File: src/rtl/tmds_pkg.sv
// Shared types, symbol constants and lookup helpers for the TMDS lane encoder.
// Bit 0 of every 10-bit code is the first bit on the wire.
package tmds_pkg;

   typedef enum logic [2:0] {
      MODE_CTRL  = 3'd0,
      MODE_VIDEO = 3'd1,
      MODE_VGB   = 3'd2,
      MODE_TERC4 = 3'd3,
      MODE_DIGB  = 3'd4
   } tmds_mode_t;

   // Carries one symbol from the q_m stage to the DC-balance stage.
   typedef struct packed {
      tmds_mode_t mode;
      logic [1:0] ctrl;
      logic [3:0] aux;
      logic [8:0] q_m;
   } s1_t;

   localparam logic [9:0] CTRL_00 = 10'b1101010100;
   localparam logic [9:0] CTRL_01 = 10'b0010101011;
   localparam logic [9:0] CTRL_10 = 10'b0101010100;
   localparam logic [9:0] CTRL_11 = 10'b1010101011;

   localparam logic [9:0] VGB_A = 10'b1011001100;
   localparam logic [9:0] VGB_B = 10'b0100110011;

   localparam s1_t S1_RESET = '{mode: MODE_CTRL, ctrl: 2'b00, aux: 4'h0, q_m: 9'h000};

   function automatic logic [9:0] ctrl_code(input logic [1:0] ctrl);
      logic [9:0] code;
      case (ctrl)
         2'b00:   code = CTRL_00;
         2'b01:   code = CTRL_01;
         2'b10:   code = CTRL_10;
         default: code = CTRL_11;
      endcase
      return code;
   endfunction

   function automatic logic [9:0] terc4_code(input logic [3:0] nib);
      logic [9:0] code;
      case (nib)
         4'h0:    code = 10'b1010011100;
         4'h1:    code = 10'b1001100011;
         4'h2:    code = 10'b1011100100;
         4'h3:    code = 10'b1011100010;
         4'h4:    code = 10'b0101110001;
         4'h5:    code = 10'b0100011110;
         4'h6:    code = 10'b0110001110;
         4'h7:    code = 10'b0100111100;
         4'h8:    code = 10'b1011001100;
         4'h9:    code = 10'b0100111001;
         4'hA:    code = 10'b0110011100;
         4'hB:    code = 10'b1011000110;
         4'hC:    code = 10'b1010001110;
         4'hD:    code = 10'b1001110001;
         4'hE:    code = 10'b0101100011;
         default: code = 10'b1011000011;
      endcase
      return code;
   endfunction

   // Codes 5..7 are undefined and fold onto control symbols.
   function automatic tmds_mode_t mode_decode(input logic [2:0] m);
      tmds_mode_t mode;
      if (m > 3'd4) mode = MODE_CTRL;
      else          mode = tmds_mode_t'(m);
      return mode;
   endfunction

endpackage

File: src/rtl/tmds_qm_stage.sv
// Transition-minimising stage: builds the 9-bit q_m word from one pixel byte.
// q_m[8] is 1 when the XOR chain was used and 0 for XNOR.
module tmds_qm_stage (
   input  logic [7:0] data_i,
   output logic [8:0] q_m_o
);

   logic [3:0] n1;
   logic       use_xnor;
   logic [8:0] q;

   always_comb begin
      n1 = '0;
      for (int unsigned i = 0; i < 8; i++) begin
         n1 = n1 + {3'b000, data_i[i]};
      end
      use_xnor = (n1 > 4'd4) || ((n1 == 4'd4) && !data_i[0]);

      q    = '0;
      q[0] = data_i[0];
      for (int unsigned i = 1; i < 8; i++) begin
         q[i] = use_xnor ? ~(q[i-1] ^ data_i[i]) : (q[i-1] ^ data_i[i]);
      end
      q[8] = ~use_xnor;
      q_m_o = q;
   end

endmodule

File: src/rtl/tmds_channel_encoder.sv
// Per-lane TMDS encoder: control, 8b/10b video with DC balance, guard bands
// and TERC4, with an optional register between the q_m and balance stages.
module tmds_channel_encoder
   import tmds_pkg::*;
#(
   parameter int CHANNEL     = 0,
   parameter int PIPE_STAGES = 1
) (
   input  logic       clk,
   input  logic       rst_n,
   input  logic [2:0] mode_in,
   input  logic [7:0] data_in,
   input  logic [1:0] ctrl_in,
   input  logic [3:0] aux_in,
   output logic [9:0] tmds_out,
   output logic [5:0] bias_out
);

   localparam logic [9:0] VGB_SYM = (CHANNEL == 1) ? VGB_B : VGB_A;

   logic [8:0]        q_m;
   s1_t               s1_in;
   s1_t               s1;
   logic [3:0]        n1_qm;
   logic signed [5:0] disp;
   logic [9:0]        tmds_d, tmds_q;
   logic signed [5:0] bias_d, bias_q;

   if ((CHANNEL < 0) || (CHANNEL > 2)) begin : g_bad_channel
      $error("tmds_channel_encoder: CHANNEL must be 0, 1 or 2");
   end

   tmds_qm_stage u_qm (
      .data_i (data_in),
      .q_m_o  (q_m)
   );

   assign s1_in = '{mode: mode_decode(mode_in), ctrl: ctrl_in, aux: aux_in, q_m: q_m};

   if (PIPE_STAGES == 2) begin : g_pipe
      s1_t s1_q;
      always_ff @(posedge clk or negedge rst_n) begin
         if (!rst_n) s1_q <= S1_RESET;
         else        s1_q <= s1_in;
      end
      assign s1 = s1_q;
   end else begin : g_comb
      if (PIPE_STAGES != 1) begin : g_bad_pipe
         $error("tmds_channel_encoder: PIPE_STAGES must be 1 or 2");
      end
      assign s1 = s1_in;
   end

   // disp = N1 - N0 over q_m[7:0] = 2*N1 - 8; always even.
   always_comb begin
      n1_qm = '0;
      for (int unsigned i = 0; i < 8; i++) begin
         n1_qm = n1_qm + {3'b000, s1.q_m[i]};
      end
      disp   = $signed({1'b0, n1_qm, 1'b0}) - 6'sd8;
      tmds_d = ctrl_code(s1.ctrl);
      bias_d = '0;
      case (s1.mode)
         MODE_VIDEO: begin
            if ((bias_q == 6'sd0) || (disp == 6'sd0)) begin
               tmds_d = {~s1.q_m[8], s1.q_m[8], s1.q_m[8] ? s1.q_m[7:0] : ~s1.q_m[7:0]};
               bias_d = s1.q_m[8] ? (bias_q + disp) : (bias_q - disp);
            end else if (bias_q[5] == disp[5]) begin
               tmds_d = {1'b1, s1.q_m[8], ~s1.q_m[7:0]};
               bias_d = bias_q - disp + (s1.q_m[8] ? 6'sd2 : 6'sd0);
            end else begin
               tmds_d = {1'b0, s1.q_m[8], s1.q_m[7:0]};
               bias_d = bias_q + disp - (s1.q_m[8] ? 6'sd0 : 6'sd2);
            end
         end
         MODE_VGB:   tmds_d = VGB_SYM;
         MODE_TERC4: tmds_d = terc4_code(s1.aux);
         MODE_DIGB:  tmds_d = (CHANNEL == 0) ? terc4_code({2'b11, s1.ctrl}) : VGB_B;
         default:    ;
      endcase
   end

   always_ff @(posedge clk or negedge rst_n) begin
      if (!rst_n) begin
         tmds_q <= CTRL_00;
         bias_q <= '0;
      end else begin
         tmds_q <= tmds_d;
         bias_q <= bias_d;
      end
   end

   assign tmds_out = tmds_q;
   assign bias_out = bias_q;

   a_bias_even : assert property (@(posedge clk) disable iff (!rst_n) !bias_q[0]);
   a_bias_range : assert property (@(posedge clk) disable iff (!rst_n)
      (bias_q <= 6'sd16) && (bias_q >= -6'sd16));

endmodule

File: config.mk
export PLATFORM = sky130hd
export DESIGN_NAME = tmds_channel_encoder
export DESIGN_NICKNAME = d
export VERILOG_FILES = /design/src/rtl/tmds_pkg.sv /design/src/rtl/tmds_qm_stage.sv /design/src/rtl/tmds_channel_encoder.sv
export SDC_FILE = /design/constraint.sdc
export NUM_CORES = 1
export LEC_CHECK = 0
export CAP_MARGIN = 25
export CORE_ASPECT_RATIO = 1.4
export CORE_MARGIN = 2
export CORE_UTILIZATION = 57
export CTS_CLUSTER_SIZE = 16
export DETAILED_ROUTE_END_ITERATION = 10
export GPL_TIMING_DRIVEN = 0
export PLACE_DENSITY = 0.83
export SLEW_MARGIN = 20
export SYNTH_ARGS = -nofsm -noshare
export SYNTH_HDL_FRONTEND = slang
export SYNTH_SLANG_ARGS = --single-unit
File: constraint.sdc
create_clock -name clk -period 2.7 [get_ports clk]
set_input_delay 0.27 -clock clk [delete_from_list [all_inputs] [get_ports clk]]
set_output_delay 0.27 -clock clk [all_outputs]
set_load 0.01 [all_outputs]
==> metrics.cfg, run 1 <==
[run_status]
status=finished, violations left
violations=negative setup slack

[global_routing]
grt_max_degree=16
antenna_found_initial=0
grt_overflow=0
grt_pass1_vias=2878
grt_usage=0.363
grt_pass1_wl_mm=14.2

[synthesis]
yosysWarnings=0
synth_edf_count=0
seq_area_frac_synth=0.145
syn_area_sq_um=2630
ys_seq_elements=15
syn_avg_cell_area_sq_um=8.28
synth.distinct_cells=59
ys.flop_type=dfrtp_1
syn_inst=317
postSynth.asyncResetShare=1.00
synth_nets=382

[floorplanning]
initial_core_util=0.584
fp.dieW_microns=61.4
core_area_sq_um=4500
die_y_microns=84.3
rows=29
ios=35
dieArea_sq_um=5170

[job]
maxCapViolations=0

[clocking]
clock_latency_ns=0.27
h-tree-depth=1
cts.clk_slew.worst_paths_ns=0.08
clockBufferDepth=2
clockRootBuffer=clkbuf_8
clock_sinks=15
cts_tree=yes
holdBufCountCts=0
numCtsBuffers=3

[route]
vias_per_cell=6.75
drtIter0Drc=342
drt_first_pass_iters=5
drc=0
ant_nets=0
vias=3032
totalWireLength_mm=10.2
wire_per_inst_microns=22.6

[critical_path]
required_ns=2.84
path_class=input pin to flop
crit_path_start_kind=input pin
crit_fanout=4
end_kind=flop
cp.arrival_ns=7.93

[timing]
finalHoldViolations=0
worst_pin_slew_ns=0.738
setup_ws_ns=-5.09
max_slew_margin=0.507
fin_crit_sh=2.89
setup_violations=15
fin_skew_ns=0.00929
slew_violations=0
rsz0062_at_grt=true
fin_crit_ns=7.79
fmaxAchievable_ghz=0.128

[placement]
gp_congestion=0.936
place_hpwl_mm=5.70
io_buffers=33
pre_cts_ws_ns=-6.21

[worst_hold_path]
hp-class=input pin to async pin

[cells_and_area]
areaGrowthSynthToFinish_pct=44.0
drive_gt1_frac=0.295
n_antenna_cell=0
fin_nets=453

## cells in the mapped netlist (2+ instances only)
master	instances	area (sq um)
fa_1	10	200
o31ai_1	4	30.0
a21oi_1	15	75.1
nor4_1	3	18.8
or2_2	3	18.8
o21bai_1	3	22.5
dfstp_2	5	131
o21ai_0	13	65.1
inv_1	40	150
a211oi_1	8	60.1
nand2b_1	4	25.0
a211o_1	2	17.5
or3_1	5	31.3
o311ai_0	2	17.5
o211ai_1	3	22.5
dfrtp_1	10	250
a311oi_1	6	52.6
o21a_1	4	30.0
or4_1	3	22.5
xor2_1	8	70.1
or3b_2	2	17.5
nor3_1	14	70.1
nand3b_1	3	22.5
a21o_1	5	37.5
a221oi_1	2	17.5
a31oi_1	7	43.8
ha_1	36	450
xnor2_1	12	105
o22a_1	2	17.5
nor2_1	19	71.3
a22oi_1	2	15.0
a22o_1	4	35.0
nor2b_1	5	31.3
o2111ai_1	2	17.5
clkbuf_1	7	26.3
nand2_1	13	48.8
and3_1	3	18.8
nand3_1	7	35.0
## what timing repair did
action / CTS / global route
pin swaps: 37 / 10
endpoints found under the setup margin: 15 / 15
cloned: 0 / 1
setup buffers: 32 / 2
gates resized for setup: 61 / 18
## registers in the layout, indices dropped and copies added (netlist names)
signal    cells
tmds_out     10
bias_out      5
## metrics by stage
stage	TNS, ns	utilization	std cells	hold slack [ns]	instance area, sq um
2_1_floorplan	-65.31	-	317	-0.0256	2720
6_report	-66.06	0.841	449	0.439	3780
3_5_place_dp	-85.73	0.695	412	0.719	3130
4_1_cts	-63.03	0.814	447	0.438	3660
3_3_place_gp	-83.15	0.695	412	0.711	3130
5_1_grt	-69.07	0.841	449	0.469	3780
## critical path: stages
cell      delay (ns)
buf_8           0.10
ha_4            0.26
inv_2           0.03
fa_1            0.46
fa_1            0.51
inv_2           0.05
fa_2            0.35
fa_1            0.49
or3b_4          0.45
a22oi_2         0.21
nand2_4         0.11
xor2_2          0.16
fa_1            0.51
fa_1            0.57
inv_1           0.06
fa_1            0.53
ha_2            0.20
inv_2           0.05
fa_2            0.46
buf_4           0.17
fa_2            0.59
ha_4            0.17
nand2_1         0.15
a311oi_2        0.38
a211oi_1        0.12
o311ai_1        0.38
o32ai_2         0.13
## worst paths after layout
check / startpoint / depth (start not counted) / slack [ns] / end
setup / recovery: data_in[0] / 27 / -5.09 / bias_out[5]$_DFF_PN0_
hold / removal: rst_n / 1 / 0.44 / tmds_out[3]$_DFF_PN0_
setup reg to reg: bias_out[1]$_DFF_PN0_ / 8 / -0.17 / bias_out[4]$_DFF_PN0_
hold reg to reg: bias_out[1]$_DFF_PN0_ / 5 / 1.16 / bias_out[5]$_DFF_PN0_
max in group asynchronous: rst_n / 1 / 1.79 / bias_out[3]$_DFF_PN0_
min in group clk: data_in[0] / 4 / 0.47 / tmds_out[0]$_DFF_PN0_
## final cells by class
cell class              instances  area, sq um
well taps                      62         77.6
flip-flops and latches         15          382
clock buffers                   3         41.3
multi-input cells             253         2470
plain buffers                   8         51.3
fillers                       255          717
clock inverters                 1         7.51
inverters                      40          153
repair buffers                 67          602
## cells by family after synthesis
family / Yosys count / share of synthesized area
XOR/XNOR: 23 / 0.0948
AO/OA/AOI/OAI: 94 / 0.258
flip-flops: 15 / 0.145
buffers and inverters: 49 / 0.0719
adder cells (fa/ha/maj): 46 / 0.248
other: 1 / 0.00143
multiplexers: 1 / 0.00381
AND/OR/NAND/NOR: 88 / 0.177
## metal layers
metal / track usage / vias to the layer above / wire (microns)
li1: - / 1288 / -
met1: 0.390 / 1423 / 3410
met2: 0.622 / 238 / 5150
met3: 0.0724 / 83 / 888
met4: 0.215 / 0 / 702
met5: 0.0440 / - / 0
## placed cells by master, fill, tap and decap left out, types with 9 or more instances in the layout
master	n
buf_4	30
o21ai_0	10
inv_2	9
ha_1	27
nand2_1	12
inv_1	30
a21oi_1	15
dfrtp_1	10
clkdlybuf4s50_1	29
nor2_1	18
nor3_1	12
Power of run 1 is not shown: default switching activity piles up to over one toggle a cycle in this logic, so the estimate is an artifact.
==> inputs of run 2 (changes only) <==
Settings changed: CTS_CLUSTER_DIAMETER set to 80.
==> results of run 2 <==
No change in the layout: final DEF, timing and power equal those of run 1.
Power of run 2 is left out for the same reason.
==> inputs of run 3 (changes only) <==
Settings changed: CORE_MARGIN 2 to 4.
==> metrics.cfg, run 3 (synthesis gave the netlist of run 1 again) <==
[global_routing]
grt_max_degree=16
grt_usage=0.319
grt_overflow=0
antenna_found_initial=0
grt_pass1_vias=2956
grt_pass1_wl_mm=14.2

[critical_path]
r2r_start=bias_out[1]$_DFF_PN0_
path_class=input pin to flop
end_kind=flop
cpPeakStageDelay_ns=0.55
crit_slowest_cell=fa_1
required_ns=2.82
rr_worst_depth=9
regToRegSetupSlack_ns=-0.23
setup.worst_path.start=data_in[0]
crit_fanout=6
crit_end=bias_out[5]$_DFF_PN0_
reg2reg_to=bias_out[5]$_DFF_PN0_
cp.arrival_ns=7.76
path_common_cell=fa_1
crit_path_start_kind=input pin

[floorplanning]
dieArea_sq_um=5770
rows=28
initial_core_util=0.605
core_area_sq_um=4340
ios=35
fp.dieW_microns=65.4
die_y_microns=88.3

[run_status]
violations=negative setup slack
status=finished, violations left

[clocking]
numCtsBuffers=3
cts.clk_slew.worst_paths_ns=0.08
holdBufCountCts=0
clock_sinks=15
clockRootBuffer=clkbuf_8
h-tree-depth=1
cts_tree=yes
clock_latency_ns=0.26
clockBufferDepth=2

[timing]
fin_crit_sh=2.83
max_slew_margin=0.391
fin_skew_ns=0.00940
fin_crit_ns=7.64
slew_violations=0
tns_ns=-67.12
setup_ws_ns=-4.94
hold_ws_ns=0.463
finalHoldViolations=0
worst_pin_slew_ns=0.909
rsz0062_at_grt=true
fmaxAchievable_ghz=0.131
setup_violations=15

[route]
wire_per_inst_microns=24.1
totalWireLength_mm=10.7
vias_per_cell=7.14
drt_first_pass_iters=8
vias=3169
wl_met3_microns=974
top_layer_used=met4
wl_met2_mm=5.09
routedLengthMet1_mm=3.62
drtIter0Drc=388
ant_nets=0
drc=0

[placement]
gp_congestion=0.914
io_buffers=33
place_hpwl_mm=5.77

[cells_and_area]
n_antenna_cell=0
areaGrowthSynthToFinish_pct=43.0
mostFrequentLayoutCells=34 x inv_1, 29 x ha_1, 29 x clkdlybuf4s50_1
fin_nets=450
drive_gt1_frac=0.281
finish.utilization=0.865
largest_register_ff_count=10
layout_commonest_cell=inv_1

[job]
maxCapViolations=0

[worst_hold_path]
hp-class=input pin to async pin

-- run 3: worst max-delay path, delay by kind of cell --
kind,cells,cell delay (ns)
adders and majority gates,12,4.73
AOI/OAI and AO/OA,5,1.19
and+or+nand+nor,3,0.65
xor gates and xnor gates,2,0.48
buffers and inverters,6,0.43
-- run 3: worst min-delay path by stage --
stage,startpoint,to,slack [ns],cells past startpoint
global route,rst_n,tmds_out[1]$_DFF_PN0_,0.49,1
finish,rst_n,tmds_out[1]$_DFF_PN0_,0.46,1
floorplan,rst_n,bias_out[1]$_DFF_PN0_,-0.03,0
global placement,rst_n,bias_out[3]$_DFF_PN0_,0.72,1
CTS,rst_n,bias_out[3]$_DFF_PN0_,0.47,1
detailed placement,rst_n,bias_out[3]$_DFF_PN0_,0.74,1
-- run 3: routing by layer --
metal	vias up	global-route usage
met4	0	0.226
met3	116	0.0305
met5	-	0
met2	301	0.592
li1	1282	-
met1	1470	0.332
-- run 3: layout make-up --
| type | count | area, sq um |
|---|---|---|
| inverters | 40 | 153 |
| clock buffers | 4 | 45.0 |
| flip-flops and latches | 15 | 382 |
| fillers | 235 | 588 |
| repair buffers | 64 | 581 |
| multi-input cells | 253 | 2470 |
| plain buffers | 8 | 51.3 |
| well taps | 60 | 75.1 |
-- run 3: what timing repair did --
action                     in CTS  in global routing
setup buffers                  26                  3
pin swaps                      31                  9
gates resized for setup        54                 18
gates cloned                    2                  0
setup endpoints to repair      15                 15
-- run 3: through the flow --
stage	std cells	setup slack [ns]	instance area (sq um)
detailed placement	410	-6.19	3130
CTS	441	-4.57	3610
finish	444	-4.94	3760
global placement	410	-6.05	3130
floorplan	317	-4.85	2720
global route	444	-5.16	3760
Power of run 3 is left out for the same reason.
